## src/rtl/axis_labcontrol_transmitter_pkg.sv

```systemverilog
// ---------------------------------------------------------------------------
// axis_labcontrol_pkg
//
// Shared constants for the LabControl transmit path:
//   - bit positions inside the DIOD control byte
//   - LabControl field widths
//   - transmitter FSM state encoding
//   - a small elaboration-time helper used to size the timing counter
// ---------------------------------------------------------------------------
package axis_labcontrol_pkg;

  // DIOD layout: {reserved[2:0], subbus[2:0], direction, strobe}
  localparam int STROBE_BIT = 0;
  localparam int DIR_BIT    = 1;
  localparam int SUBBUS_LSB = 2;
  localparam int RESV_LSB   = 5;

  // LabControl field widths
  localparam int LC_DATA_W   = 16;
  localparam int LC_ADDR_W   = 8;
  localparam int LC_SUBBUS_W = 3;
  localparam int LC_RESV_W   = 3;

  // Transmitter write-cycle phases
  typedef enum logic [1:0] {
    ST_IDLE   = 2'd0,
    ST_SETUP  = 2'd1,
    ST_STROBE = 2'd2,
    ST_HOLD   = 2'd3
  } lc_state_t;

  // Largest of three cycle counts; the timing counter must hold any of them
  function automatic int max3(input int a, input int b, input int c);
    int m;
    m = a;
    if (b > m) m = b;
    if (c > m) m = c;
    return m;
  endfunction

endpackage

```

## src/rtl/axis_labcontrol_transmitter_if.sv

```systemverilog
// ---------------------------------------------------------------------------
// axis_labcontrol_transmitter_if
//
// AXI4-Stream handshake bundle feeding the LabControl transmitter.
//   tdata  : sample (DATA_WIDTH bits)
//   tvalid : sample valid, driven by the source
//   tready : sink ready, driven by the transmitter
// Modports:
//   master : the stream source (DSP side / testbench)
//   slave  : the transmitter
// ---------------------------------------------------------------------------
interface axis_labcontrol_transmitter_if #(
  parameter int DATA_WIDTH = 16
);

  logic [DATA_WIDTH-1:0] tdata;
  logic                  tvalid;
  logic                  tready;

  modport master (
    output tdata,
    output tvalid,
    input  tready
  );

  modport slave (
    input  tdata,
    input  tvalid,
    output tready
  );

endinterface

```

## src/rtl/axis_labcontrol_transmitter_conv.sv

```systemverilog
// ---------------------------------------------------------------------------
// axis_labcontrol_transmitter_conv
//
// Purely combinational width / sign / saturation converter from an AXIS
// sample to the LabControl data field.
//   din  : AXIS sample, AXIS_DATA_WIDTH bits
//   dout : LabControl data word, LC_DATA_WIDTH bits
// Behaviour by width relation:
//   equal   : pass through
//   narrower: sign-extend (TWOS_COMPL=1) or zero-extend (TWOS_COMPL=0)
//   wider   : SATURATE=0 keeps the LSBs; SATURATE=1 clamps to the LC range
//             (signed range for TWOS_COMPL=1, all-ones ceiling otherwise)
// ---------------------------------------------------------------------------
module axis_labcontrol_transmitter_conv #(
  parameter int AXIS_DATA_WIDTH = 16,
  parameter int LC_DATA_WIDTH   = 16,
  parameter bit TWOS_COMPL      = 1'b1,
  parameter bit SATURATE        = 1'b1
) (
  input  logic [AXIS_DATA_WIDTH-1:0] din,
  output logic [LC_DATA_WIDTH-1:0]   dout
);

  localparam int AW = AXIS_DATA_WIDTH;
  localparam int LW = LC_DATA_WIDTH;

  generate
    if (AW == LW) begin : g_pass
      assign dout = din;

    end else if (AW < LW) begin : g_extend
      logic ext_bit;
      assign ext_bit = TWOS_COMPL ? din[AW-1] : 1'b0;
      assign dout    = {{(LW-AW){ext_bit}}, din};

    end else if (!SATURATE) begin : g_truncate
      assign dout = din[LW-1:0];

    end else if (TWOS_COMPL) begin : g_clamp_signed
      // The value fits the LC range exactly when every bit from the LC sign
      // bit upward is a copy of the AXIS sign bit.
      logic [AW-LW:0] upper;
      logic           in_range;
      assign upper    = din[AW-1:LW-1];
      assign in_range = (&upper) | ~(|upper);

      always_comb begin
        dout = din[LW-1:0];
        if (!in_range) begin
          if (din[AW-1]) dout = {1'b1, {(LW-1){1'b0}}};
          else           dout = {1'b0, {(LW-1){1'b1}}};
        end
      end

    end else begin : g_clamp_unsigned
      logic [AW-LW-1:0] upper;
      assign upper = din[AW-1:LW];
      assign dout  = (|upper) ? {LW{1'b1}} : din[LW-1:0];
    end
  endgenerate

endmodule

```

## src/rtl/axis_labcontrol_transmitter.sv

```systemverilog
// ---------------------------------------------------------------------------
// axis_labcontrol_transmitter
//
// AXI4-Stream slave that writes every accepted sample onto the LabControl
// parallel bus as bus master. Each word produces one write cycle made of a
// setup phase, a strobe pulse and a hold phase, with programmable lengths.
//
// Ports:
//   s_axis_aclk   : system clock
//   s_axis_areset : synchronous reset, active-high
//   s_axis        : AXIS slave (tdata / tvalid / tready)
//   DIOA          : LC data[15:8]
//   DIOB          : LC data[7:0]
//   DIOC          : LC address
//   DIOD          : {reserved[2:0]=0, subbus[2:0], direction, strobe}
//   dio_oe        : pad output enable
//   busy          : write cycle in progress
//
// All DIO outputs, dio_oe and busy come straight from flops. tready is a
// decode of the state register (gated low while reset is asserted), so there
// is no combinational path from tvalid to tready.
// ---------------------------------------------------------------------------
module axis_labcontrol_transmitter
  import axis_labcontrol_pkg::*;
#(
  parameter int         AXIS_DATA_WIDTH = 16,
  parameter int         LC_DATA_WIDTH   = 16,
  parameter logic [7:0] LC_ADDRESS      = 8'hFF,
  parameter logic [2:0] LC_SUBBUS       = 3'd0,
  parameter logic       LC_DIRECTION    = 1'b1,
  parameter bit         TWOS_COMPL      = 1'b1,
  parameter bit         SATURATE        = 1'b1,
  parameter int         SETUP_CYCLES    = 2,
  parameter int         STROBE_CYCLES   = 4,
  parameter int         HOLD_CYCLES     = 2
) (
  input  logic                          s_axis_aclk,
  input  logic                          s_axis_areset,
  axis_labcontrol_transmitter_if.slave  s_axis,
  output logic [7:0]                    DIOA,
  output logic [7:0]                    DIOB,
  output logic [7:0]                    DIOC,
  output logic [7:0]                    DIOD,
  output logic                          dio_oe,
  output logic                          busy
);

  // One extra bit over the largest phase length keeps the reload values
  // clear of the counter's top bit.
  localparam int CNT_MAX = max3(SETUP_CYCLES, STROBE_CYCLES, HOLD_CYCLES);
  localparam int CNT_W   = $clog2(CNT_MAX) + 1;

  localparam logic [CNT_W-1:0] SETUP_LOAD  = CNT_W'(SETUP_CYCLES - 1);
  localparam logic [CNT_W-1:0] STROBE_LOAD = CNT_W'(STROBE_CYCLES - 1);
  localparam logic [CNT_W-1:0] HOLD_LOAD   = CNT_W'(HOLD_CYCLES - 1);

  lc_state_t state, state_next;

  logic [CNT_W-1:0]         count, count_next;
  logic [LC_DATA_W-1:0]     data_q, data_next;
  logic [LC_ADDR_W-1:0]     addr_q, addr_next;
  logic [7:0]               diod_q, diod_next;
  logic                     oe_q, oe_next;
  logic                     busy_q, busy_next;
  logic [7:0]               diod_write;
  logic [LC_DATA_WIDTH-1:0] conv_data;
  logic                     tready;

  axis_labcontrol_transmitter_conv #(
    .AXIS_DATA_WIDTH (AXIS_DATA_WIDTH),
    .LC_DATA_WIDTH   (LC_DATA_WIDTH),
    .TWOS_COMPL      (TWOS_COMPL),
    .SATURATE        (SATURATE)
  ) u_conv (
    .din  (s_axis.tdata),
    .dout (conv_data)
  );

  // Ready only while idle; held low during reset so no word is taken while
  // the bus is being cleared.
  assign tready        = (state == ST_IDLE) && !s_axis_areset;
  assign s_axis.tready = tready;

  // Control byte driven for every write, strobe bit low; reserved bits stay 0.
  always_comb begin
    diod_write                                = '0;
    diod_write[SUBBUS_LSB +: LC_SUBBUS_W]     = LC_SUBBUS;
    diod_write[DIR_BIT]                       = LC_DIRECTION;
  end

  // Next-state and next-register logic. Bus registers default to holding
  // their value, so the pins keep the last word after the cycle completes
  // and only change on the update that follows an accept.
  always_comb begin
    state_next = state;
    count_next = count;
    data_next  = data_q;
    addr_next  = addr_q;
    diod_next  = diod_q;
    oe_next    = oe_q;

    unique case (state)
      ST_IDLE: begin
        if (s_axis.tvalid && tready) begin
          data_next  = conv_data;
          addr_next  = LC_ADDRESS;
          diod_next  = diod_write;
          oe_next    = 1'b1;
          count_next = SETUP_LOAD;
          state_next = ST_SETUP;
        end
      end

      ST_SETUP: begin
        if (count == '0) begin
          diod_next[STROBE_BIT] = 1'b1;
          count_next            = STROBE_LOAD;
          state_next            = ST_STROBE;
        end else begin
          count_next = count - 1'b1;
        end
      end

      ST_STROBE: begin
        if (count == '0) begin
          diod_next[STROBE_BIT] = 1'b0;
          count_next            = HOLD_LOAD;
          state_next            = ST_HOLD;
        end else begin
          count_next = count - 1'b1;
        end
      end

      ST_HOLD: begin
        if (count == '0) begin
          state_next = ST_IDLE;
        end else begin
          count_next = count - 1'b1;
        end
      end

      default: begin
        state_next = ST_IDLE;
      end
    endcase

    busy_next = (state_next != ST_IDLE);
  end

  // State and output registers. Reset drops the in-flight word entirely:
  // strobe, bus and output enable all return to zero on the next edge.
  always_ff @(posedge s_axis_aclk) begin
    if (s_axis_areset) begin
      state  <= ST_IDLE;
      count  <= '0;
      data_q <= '0;
      addr_q <= '0;
      diod_q <= '0;
      oe_q   <= 1'b0;
      busy_q <= 1'b0;
    end else begin
      state  <= state_next;
      count  <= count_next;
      data_q <= data_next;
      addr_q <= addr_next;
      diod_q <= diod_next;
      oe_q   <= oe_next;
      busy_q <= busy_next;
    end
  end

  assign DIOA   = data_q[15:8];
  assign DIOB   = data_q[7:0];
  assign DIOC   = addr_q;
  assign DIOD   = diod_q;
  assign dio_oe = oe_q;
  assign busy   = busy_q;

endmodule

```

## src/flat_wrapper.sv

```systemverilog
// flat-port wrapper written by rule: the top's interface ports become plain ports
module axis_labcontrol_transmitter_flat import axis_labcontrol_pkg::*;
#(
  parameter int         AXIS_DATA_WIDTH = 16,
  parameter int         LC_DATA_WIDTH   = 16,
  parameter logic [7:0] LC_ADDRESS      = 8'hFF,
  parameter logic [2:0] LC_SUBBUS       = 3'd0,
  parameter logic       LC_DIRECTION    = 1'b1,
  parameter bit         TWOS_COMPL      = 1'b1,
  parameter bit         SATURATE        = 1'b1,
  parameter int         SETUP_CYCLES    = 2,
  parameter int         STROBE_CYCLES   = 4,
  parameter int         HOLD_CYCLES     = 2
)
  (s_axis_aclk, s_axis_areset, DIOA, DIOB, DIOC, DIOD, dio_oe, busy, s_axis_tdata, s_axis_tvalid, s_axis_tready);
  axis_labcontrol_transmitter_if #(.DATA_WIDTH(16)) s_axis_i ();
  input  logic s_axis_aclk;
  input  logic s_axis_areset;
  output logic [7:0] DIOA;
  output logic [7:0] DIOB;
  output logic [7:0] DIOC;
  output logic [7:0] DIOD;
  output logic dio_oe;
  output logic busy;
  input wire logic [$bits(s_axis_i.tdata)-1:0] s_axis_tdata;
  input wire logic [$bits(s_axis_i.tvalid)-1:0] s_axis_tvalid;
  output wire logic [$bits(s_axis_i.tready)-1:0] s_axis_tready;
  assign s_axis_i.tdata = s_axis_tdata;
  assign s_axis_i.tvalid = s_axis_tvalid;
  assign s_axis_tready = s_axis_i.tready;
  axis_labcontrol_transmitter #(.AXIS_DATA_WIDTH(AXIS_DATA_WIDTH), .LC_DATA_WIDTH(LC_DATA_WIDTH), .LC_ADDRESS(LC_ADDRESS), .LC_SUBBUS(LC_SUBBUS), .LC_DIRECTION(LC_DIRECTION), .TWOS_COMPL(TWOS_COMPL), .SATURATE(SATURATE), .SETUP_CYCLES(SETUP_CYCLES), .STROBE_CYCLES(STROBE_CYCLES), .HOLD_CYCLES(HOLD_CYCLES)) u_core (.s_axis_aclk(s_axis_aclk), .s_axis_areset(s_axis_areset), .s_axis(s_axis_i), .DIOA(DIOA), .DIOB(DIOB), .DIOC(DIOC), .DIOD(DIOD), .dio_oe(dio_oe), .busy(busy));
endmodule
```

## config.mk

```make
export PLATFORM = sky130hd
export DESIGN_NAME = axis_labcontrol_transmitter_flat
export DESIGN_NICKNAME = d
export VERILOG_FILES = /design/src/rtl/axis_labcontrol_transmitter_pkg.sv /design/src/rtl/axis_labcontrol_transmitter_if.sv /design/src/rtl/axis_labcontrol_transmitter_conv.sv /design/src/rtl/axis_labcontrol_transmitter.sv /design/src/flat_wrapper.sv
export SDC_FILE = /design/constraint.sdc
export NUM_CORES = 1
export LEC_CHECK = 0
export CELL_PAD_IN_SITES_DETAIL_PLACEMENT = 1
export CELL_PAD_IN_SITES_GLOBAL_PLACEMENT = 2
export CORE_ASPECT_RATIO = 1.4
export CORE_MARGIN = 8
export CORE_UTILIZATION = 23
export CTS_BUF_LIST = sky130_fd_sc_hd__clkbuf_8
export DETAILED_ROUTE_END_ITERATION = 12
export GPL_ROUTABILITY_DRIVEN = 0
export PLACE_DENSITY = 0.93
export SKIP_CTS_REPAIR_TIMING = 1
export SYNTH_ARGS = -nofsm -noshare
export SYNTH_HDL_FRONTEND = slang
export SYNTH_SLANG_ARGS = --single-unit
```

## constraint.sdc

```tcl
create_clock -name s_axis_aclk -period 1.8 [get_ports s_axis_aclk]
set_clock_uncertainty 0.05 [all_clocks]
set_input_delay 0.27 -clock s_axis_aclk [delete_from_list [all_inputs] [get_ports s_axis_aclk]]
set_output_delay 0.27 -clock s_axis_aclk [all_outputs]
set_load 0.03 [all_outputs]
```

==> metrics.md, run 1 <==
| Metric | Value |
|---|---|
| Stages on worst setup path | `1` |
| Final Hold Fails | `0` |
| Starting Density | `0.2382` |
| CP max FO | `2` |
| Nets | `194` |
| CP startpoint | `u_core.data_q[8]` |
| CP bufs+invs | `1` |
| Sequential-to-total area share from yosys stat | `0.4165` |
| Final setup viols | `0` |
| CP top delay family | `buffers and inverters` |
| Routed Wire Length | `3051 um` |
| Clk buf depth | `2` |
| Slowest stage cell, crit path | `clkdlybuf4s50_1` |
| Worst R2R Start | `u_core.count[0]` |
| Dpl hpwl | `2359 um` |
| Min Clock Period, post-route | `1635 ps` |
| GR Util met2 | `0.1389` |
| Initial antenna violation count | `0` |
| Multi-input logic area | `510.5 um^2` |
| Vias/cell | `4.085` |
| Met1 Use GR | `0.09577` |
| Worst Path Required | `1480 ps` |
| Worst vdd ir | `0.0004282 V` |
| Drt first pass iters | `4` |
| RSZ-0062 raised after global routing | `no` |
| Outcome | `complete, no violations` |
| Max-slew violation count | `0` |
| GRT Total Usage | `0.08094` |
| WP data arrival | `1310 ps` |
| Leak Pwr | `0.7744 nW` |
| Core Area | `4842 um^2` |
| CP cell instances | `clkdlybuf4s50_1` |
| DR vias | `964` |
| GR Overflow Total | `0` |
| Register area | `480.5 um^2` |
| Ratio of cells with drive above 1 in the final layout | `0.08721` |
| Crit path to | `DIOA[0]` |
| Ant. Diodes | `0` |
| # IOs | `54` |
| # H-tree levels | `1` |
| Critical path class | `reg2out` |
| Gr busiest metal | `met2` |
| Startpoint types | `flop` |
| Critical R2R Capture | `u_core.count[1]` |
| Flop-to-flop setup slack | `270 ps` |
| CTS tree | `built` |
| Clk root buf | `clkbuf_8` |
| Vias in the first global route | `967` |
| First-iteration detailed-routing DRC count | `51` |
| Max Cap Viol | `0` |
| FP Rows | `30` |
| Hold Crit Class | `reg2reg` |
| PD cells | `1410 nW/um^2` |
| Port bufs | `47` |
| Area growth, synth to finish | `47.18%` |
| Worst slack, placed | `152.3 ps` |
| R2R cell count | `6` |
| Critical Path End Type | `primary output` |
| Clk sinks | `24` |
| Largest net degree at the start of global routing | `34` |
| Post-route ant nets | `0` |
| M3 GR Usage | `0.01796` |
| WL/cell | `12.93 um` |
| Achievable frequency | `611.7 MHz` |
| Clock transition at the registers of the reported paths | `90 ps` |
| Most common cell after layout, fill and taps aside | `clkdlybuf4s50_1` |
| Commonest non-fill, non-tap cells in the layout | `clkdlybuf4s50_1 (36), nand2_1 (33), dfxtp_1 (24)` |
| Die W | `75.86 um` |
| Final worst path period share | `0.9082` |
| CTS Buf Count | `3` |
| Slowest stage delay, CP | `690 ps` |
| Global-route wire length before repair | `4864 um` |
| Residual DRC | `0` |
| Mapped Area | `1154 um^2` |
| DP Cell Count | `232` |
| Die height | `99.80 um` |
| Synth Warn # | `0` |
| Die Footprint | `7570 um^2` |
| Worst-skew pair later-pin latency | `270 ps` |
| Seq cells post-synth | `24` |
| Fillers | `558` |
| Synth Area per Inst | `8.545 um^2` |
| Final Core Density | `0.3506` |
| Distinct cells, synth | `34` |
| Setup WS post-layout | `165.3 ps` |
| Syn Inst Count | `135` |
| Fin cells | `236` |
sequential cells by signal (all words and copies together) (netlist names):
signal	flops
u_core.data_q	16
u_core.count	3
u_core.state	2
u_core.DIOD	1
u_core.DIOC	1
u_core.busy	1
worst min path at each step:
stage                      startpoint                end  slack, ps  depth (start not counted)
global placement    u_core.data_q[13]  u_core.data_q[13]        390                          2
finish              u_core.data_q[14]  u_core.data_q[14]        400                          2
floorplan               s_axis_areset     u_core.DIOD[0]        290                          1
detailed placement  u_core.data_q[14]  u_core.data_q[14]        390                          2
global route        u_core.data_q[14]  u_core.data_q[14]        430                          2
CTS                 u_core.data_q[14]  u_core.data_q[14]        400                          2
cell families (layout without fill, tap and decap cells):
kind of cell,Yosys count,count (layout),share of synthesized area
other cells,1,6,0.003251
buf+inv,26,58,0.1616
simple gates,49,49,0.2148
fa+ha+maj,2,2,0.02169
xor+xnor,2,2,0.01519
compound gates,30,30,0.1583
flops,24,24,0.4165
mux,1,1,0.008677
where the power goes:
group          internal [mW]  leakage [nW]  switching, mW
Clock                  0.297        0.0357          0.171
Sequential             0.660         0.198          0.137
Combinational          0.474         0.541          0.653
Total                   1.43         0.774          0.962
per-stage QoR:
step                hold slack [ps]  power, mW  setup TNS (ps)  instance area [um^2]
floorplan                     289.1      1.626               0                  1172
global placement              385.6      1.923               0                  1597
detailed placement            391.2      1.954               0                  1597
CTS                           404.9      2.435          -769.4                  1668
global route                  430.1      2.556               0                  1698
finish                        400.3      2.394               0                  1698
cells in the mapped netlist, drive strengths merged:
library cell  count  area share
mux2i             1      0.0087
o311a             1      0.0087
nor3b             1       0.011
conb              1      0.0033
a21o              2       0.013
nand3             2      0.0087
xor2              2       0.015
ha                2       0.022
o21ai            21       0.091
nor2b             2       0.013
and2b             1      0.0065
dfxtp            24        0.42
buf              19        0.14
a221oi            2       0.021
nand2b            2       0.017
nor2              4       0.020
o31ai             1      0.0065
nor3              3       0.023
a21oi             2       0.012
clkbuf            3       0.011
o21a              1      0.0065
inv               4       0.013
and4b             1      0.0087
nand2            33        0.11
metal layers:
metal  share of wire  wire length [um]
met3           0.068               208
met5               0                 0
met2            0.46              1406
met4          0.0088                27
met1            0.46              1407
final cells by class:
class	count	share of cell area
Tap cell	64	0.04716
Timing Repair Buffer	50	0.3183
Clock buffer	3	0.02432
Clock inverter	1	0.01769
Inverter	4	0.008843
Multi-Input combinational cell	90	0.3007
Sequential cell	24	0.2830
Power figures use the tool's default switching activity.
==> run 2, diff against run 1 <==
--- a/config.mk
+++ b/config.mk
@@ -5,15 +5,13 @@
 export SDC_FILE = /design/constraint.sdc
 export NUM_CORES = 1
 export LEC_CHECK = 0
-export CELL_PAD_IN_SITES_DETAIL_PLACEMENT = 1
-export CELL_PAD_IN_SITES_GLOBAL_PLACEMENT = 2
 export CORE_ASPECT_RATIO = 1.4
 export CORE_MARGIN = 8
-export CORE_UTILIZATION = 23
+export CORE_UTILIZATION = 42
 export CTS_BUF_LIST = sky130_fd_sc_hd__clkbuf_8
 export DETAILED_ROUTE_END_ITERATION = 12
 export GPL_ROUTABILITY_DRIVEN = 0
-export PLACE_DENSITY = 0.93
+export PLACE_DENSITY = 0.94
 export SKIP_CTS_REPAIR_TIMING = 1
 export SYNTH_ARGS = -nofsm -noshare
 export SYNTH_HDL_FRONTEND = slang
==> metrics.md, run 2 (synthesis results as in run 1) <==
| Metric | Value |
|---|---|
| Area growth, synth to finish | `42.62%` |
| Slowest stage cell, crit path | `clkdlybuf4s50_1` |
| Drt first pass iters | `4` |
| Critical path class | `reg2out` |
| WP data arrival | `1310 ps` |
| PD cells | `1436 nW/um^2` |
| CTS Buf Count | `3` |
| Leak Pwr | `0.7651 nW` |
| DR vias | `973` |
| Routed Wire Length | `2772 um` |
| Post-DP Area | `1549 um^2` |
| Gate power share | `0.468` |
| GRT Total Usage | `0.1179` |
| Clock transition at the registers of the reported paths | `80 ps` |
| Clk buf depth | `2` |
| RSZ-0062 raised after global routing | `no` |
| # H-tree levels | `1` |
| Largest net degree at the start of global routing | `34` |
| Ratio of cells with drive above 1 in the final layout | `0.08721` |
| Setup WS post-layout | `172.4 ps` |
| # IOs | `54` |
| FP Rows | `22` |
| WL/cell | `13.33 um` |
| Dpl hpwl | `2142 um` |
| Max reg flops | `16` |
| R2R cell count | `6` |
| GR Overflow Total | `0` |
| Biggest register | `u_core.data_q` |
| Clk sinks | `24` |
| Nets | `194` |
| Worst Path Required | `1480 ps` |
| CP cell instances | `clkdlybuf4s50_1` |
| Final setup viols | `0` |
| Min Clock Period, post-route | `1628 ps` |
| First-iteration detailed-routing DRC count | `34` |
| CP max FO | `3` |
| Most common cell after layout, fill and taps aside | `clkdlybuf4s50_1` |
| Fillers | `213` |
| Initial antenna violation count | `0` |
| Max-slew violation count | `0` |
| Hold path start | `u_core.data_q[13]` |
| Port bufs | `47` |
| Commonest non-fill, non-tap cells in the layout | `clkdlybuf4s50_1 (36), nand2_1 (33), dfxtp_1 (24)` |
| Slowest stage delay, CP | `680 ps` |
| Vias in the first global route | `898` |
| CP startpoint | `u_core.DIOD[0]` |
| Startpoint types | `flop` |
| Hold Crit Class | `reg2reg` |
| Core Area | `2615 um^2` |
| Post-route ant nets | `0` |
| CTS tree | `built` |
| Critical Path End Type | `primary output` |
| Worst-skew pair later-pin latency | `260 ps` |
| Clk root buf | `clkbuf_8` |
| Die W | `60.30 um` |
| Final worst path period share | `0.9042` |
| Stages on worst setup path | `1` |
| Max Cap Viol | `0` |
| Worst vdd ir | `0.0009118 V` |
| CP top delay family | `buffers and inverters` |
| Worst slack, placed | `157.3 ps` |
| Final instance area | `1645 um^2` |
| Global-route wire length before repair | `4340 um` |
| Net Sw Frac | `0.3992` |
| Ant. Diodes | `0` |
| Int Pwr | `1.420 mW` |
| Worst R2R Start | `u_core.count[0]` |
| Die height | `78.01 um` |
| Sequential Power Share | `0.336` |
| Achievable frequency | `614.4 MHz` |
| Final Hold Fails | `0` |
| Residual DRC | `0` |
| Die Footprint | `4704 um^2` |
| Vias/cell | `4.678` |
| CP bufs+invs | `1` |
| P_sw | `0.9435 mW` |
| Clk pwr share | `0.196` |
| Starting Density | `0.4411` |
| Regs by FF count | `u_core.data_q x16, u_core.count x3, u_core.state x2` |
| Final Core Density | `0.6292` |
| Hold path depth | `2` |
| Outcome | `complete, no violations` |
run 2: cell counts in the layout (fill, tap and decap cells not counted):
Identical to the previous run, type by type.
run 2: worst paths after layout:
check                       to  slack [ps]
max                    DIOD[0]         170
min          u_core.data_q[13]         400
max reg2reg    u_core.count[1]         260
min reg2reg  u_core.data_q[13]         400
run 2: routing by layer:
layer | GRT usage | up-vias | share of wire
met5 | 0 | - | 0
met4 | 0.05036 | 0 | 0.013
met3 | 0.02610 | 4 | 0.065
met2 | 0.2124 | 33 | 0.53
met1 | 0.1239 | 439 | 0.39
li1 | - | 497 | -
run 2: layout make-up:
cell class	count	area, um^2	area share
Timing Repair Buffer	50	528.0	0.3209
Clock inverter	1	30.03	0.01825
Clock buffer	3	41.29	0.02510
Inverter	4	15.01	0.009125
Tap cell	36	45.04	0.02738
Multi-Input combinational cell	90	505.5	0.3072
Sequential cell	24	480.5	0.2920
run 2: power by group through the flow:
stage / Clock [mW] / Combinational, mW / Sequential [mW]
finish: 0.464 / 1.11 / 0.794
global route: 0.502 / 1.19 / 0.821
CTS: 0.477 / 1.13 / 0.800
detailed placement: 0 / 1.12 / 0.810
global placement: 0 / 1.10 / 0.804
floorplan: 0 / 0.698 / 0.928
run 2: stage by stage:
| stage | std cells | hold WS, ps | total power [mW] | setup TNS [ps] |
|---|---|---|---|---|
| 2_1_floorplan | 140 | 289.1 | 1.626 | 0 |
| 3_3_place_gp | 204 | 384.3 | 1.903 | 0 |
| 3_5_place_dp | 204 | 396.4 | 1.931 | 0 |
| 4_1_cts | 208 | 408.4 | 2.402 | -533.5 |
| 5_1_grt | 208 | 431.6 | 2.510 | 0 |
| 6_report | 208 | 403.3 | 2.363 | 0 |
==> run 3, diff against run 2 <==
--- a/config.mk
+++ b/config.mk
@@ -5,13 +5,13 @@
 export SDC_FILE = /design/constraint.sdc
 export NUM_CORES = 1
 export LEC_CHECK = 0
+export CAP_MARGIN = 20
 export CORE_ASPECT_RATIO = 1.4
 export CORE_MARGIN = 8
-export CORE_UTILIZATION = 42
-export CTS_BUF_LIST = sky130_fd_sc_hd__clkbuf_8
+export CORE_UTILIZATION = 40
 export DETAILED_ROUTE_END_ITERATION = 12
 export GPL_ROUTABILITY_DRIVEN = 0
-export PLACE_DENSITY = 0.94
+export PLACE_DENSITY = 0.9
 export SKIP_CTS_REPAIR_TIMING = 1
 export SYNTH_ARGS = -nofsm -noshare
 export SYNTH_HDL_FRONTEND = slang
==> metrics.md, run 3 (synthesis results as in run 1) <==
| Metric | Value |
|---|---|
| Most common cell after layout, fill and taps aside | `clkdlybuf4s50_1` |
| Biggest register | `u_core.data_q` |
| PD cells | `1372 nW/um^2` |
| Worst-skew pair later-pin latency | `260 ps` |
| Area growth, synth to finish | `42.41%` |
| Min Clock Period, post-route | `1620 ps` |
| Commonest non-fill, non-tap cells in the layout | `clkdlybuf4s50_1 (36), nand2_1 (33), dfxtp_1 (24)` |
| First-iteration detailed-routing DRC count | `36` |
| Final worst path period share | `0.9000` |
| Post-route ant nets | `0` |
| Multi-input logic area | `505.5 um^2` |
| Clk buf depth | `2` |
| Final Hold Fails | `0` |
| Achievable frequency | `617.3 MHz` |
| Startpoint types | `flop` |
| Ant. Diodes | `0` |
| WL/cell | `12.71 um` |
| Ratio of cells with drive above 1 in the final layout | `0.08721` |
| Worst slack, placed | `178.7 ps` |
| Slowest stage cell, crit path | `clkdlybuf4s50_1` |
| Vias in the first global route | `895` |
| GRT Total Usage | `0.1018` |
| # IOs | `54` |
| RSZ-0062 raised after global routing | `no` |
| CTS tree | `built` |
| FP Rows | `23` |
| Starting Density | `0.4091` |
| Hold Crit Class | `reg2reg` |
| CP top delay family | `buffers and inverters` |
| Vias/cell | `4.608` |
| Fillers | `258` |
| Port bufs | `47` |
| Max reg flops | `16` |
| Post-layout total power | `2.253 mW` |
| Leak Pwr | `0.7628 nW` |
| Setup WS post-layout | `180.0 ps` |
| Max Cap Viol | `0` |
| Hold Slack | `409.9 ps` |
| WP data arrival | `1300 ps` |
| DR vias | `963` |
| CTS Buf Count | `3` |
| Clk root buf | `clkbuf_8` |
| Regs by FF count | `u_core.data_q x16, u_core.count x3, u_core.state x2` |
| Largest net degree at the start of global routing | `34` |
| CP bufs+invs | `1` |
| CP max FO | `3` |
| Nets | `194` |
| Register area | `480.5 um^2` |
| Max-slew violation count | `0` |
| Critical Path End Type | `primary output` |
| Global-route wire length before repair | `3919 um` |
| Critical path class | `reg2out` |
| # H-tree levels | `1` |
| Worst Path Required | `1480 ps` |
| Core Area | `2820 um^2` |
| Residual DRC | `0` |
| Initial antenna violation count | `0` |
| Final setup viols | `0` |
| Die W | `61.39 um` |
| Die height | `79.54 um` |
| Die Footprint | `4883 um^2` |
| Drt first pass iters | `4` |
| Outcome | `complete, no violations` |
| Slowest stage delay, CP | `680 ps` |
| Routed Wire Length | `2656 um` |
| CP cell instances | `clkdlybuf4s50_1` |
| Worst vdd ir | `0.0007943 V` |
| Dpl hpwl | `2050 um` |
| Clock transition at the registers of the reported paths | `80 ps` |
| Clk sinks | `24` |
| GR Overflow Total | `0` |
[run 3: cell count changes in the layout (fill, tap and decap cells not counted), sizes merged]
cell    previous run  this run
clkbuf             3         4
bufinv             1         0
[run 3: final timing paths]
path                            cells past startpoint  slack (ps)          endpoint             start
worst max-delay path                                1         180           DIOD[0]    u_core.DIOD[0]
worst min-delay path                                2         410  u_core.data_q[2]  u_core.data_q[2]
worst max register to register                      6         250   u_core.count[1]   u_core.count[0]
worst min register to register                      2         410  u_core.data_q[2]  u_core.data_q[2]
[run 3: layout make-up]
| type | instances | area share |
|---|---|---|
| timing repair buffer | 50 | 0.3290 |
| multi-input combinational | 90 | 0.3077 |
| sequential | 24 | 0.2925 |
| clock buffer | 4 | 0.03351 |
| tap | 37 | 0.02818 |
| inverter | 4 | 0.009139 |
[run 3: per-layer routing]
layer / GRT usage / wire length, um / up-vias
met5: 0 / 0 / -
met4: 0.05492 / 47 / 0
met3: 0.01935 / 219 / 4
met2: 0.1639 / 1219 / 40
met1: 0.1216 / 1169 / 425
li1: - / - / 494
[run 3: power breakdown]
group          switching (mW)  internal (mW)  total [mW]
clock                   0.163          0.195       0.358
combinational           0.638          0.467        1.10
sequential              0.131          0.660       0.791
[run 3: per-stage QoR]
| step | cell area (um^2) | cells | utilization | TNS [ps] |
|---|---|---|---|---|
| 2_1_floorplan | 1172 | 140 | - | 0 |
| 3_3_place_gp | 1563 | 205 | 0.5541 | 0 |
| 3_5_place_dp | 1563 | 205 | 0.5541 | 0 |
| 4_1_cts | 1618 | 209 | 0.5736 | -519.6 |
| 5_1_grt | 1643 | 209 | 0.5825 | 0 |
| 6_report | 1643 | 209 | 0.5825 | 0 |
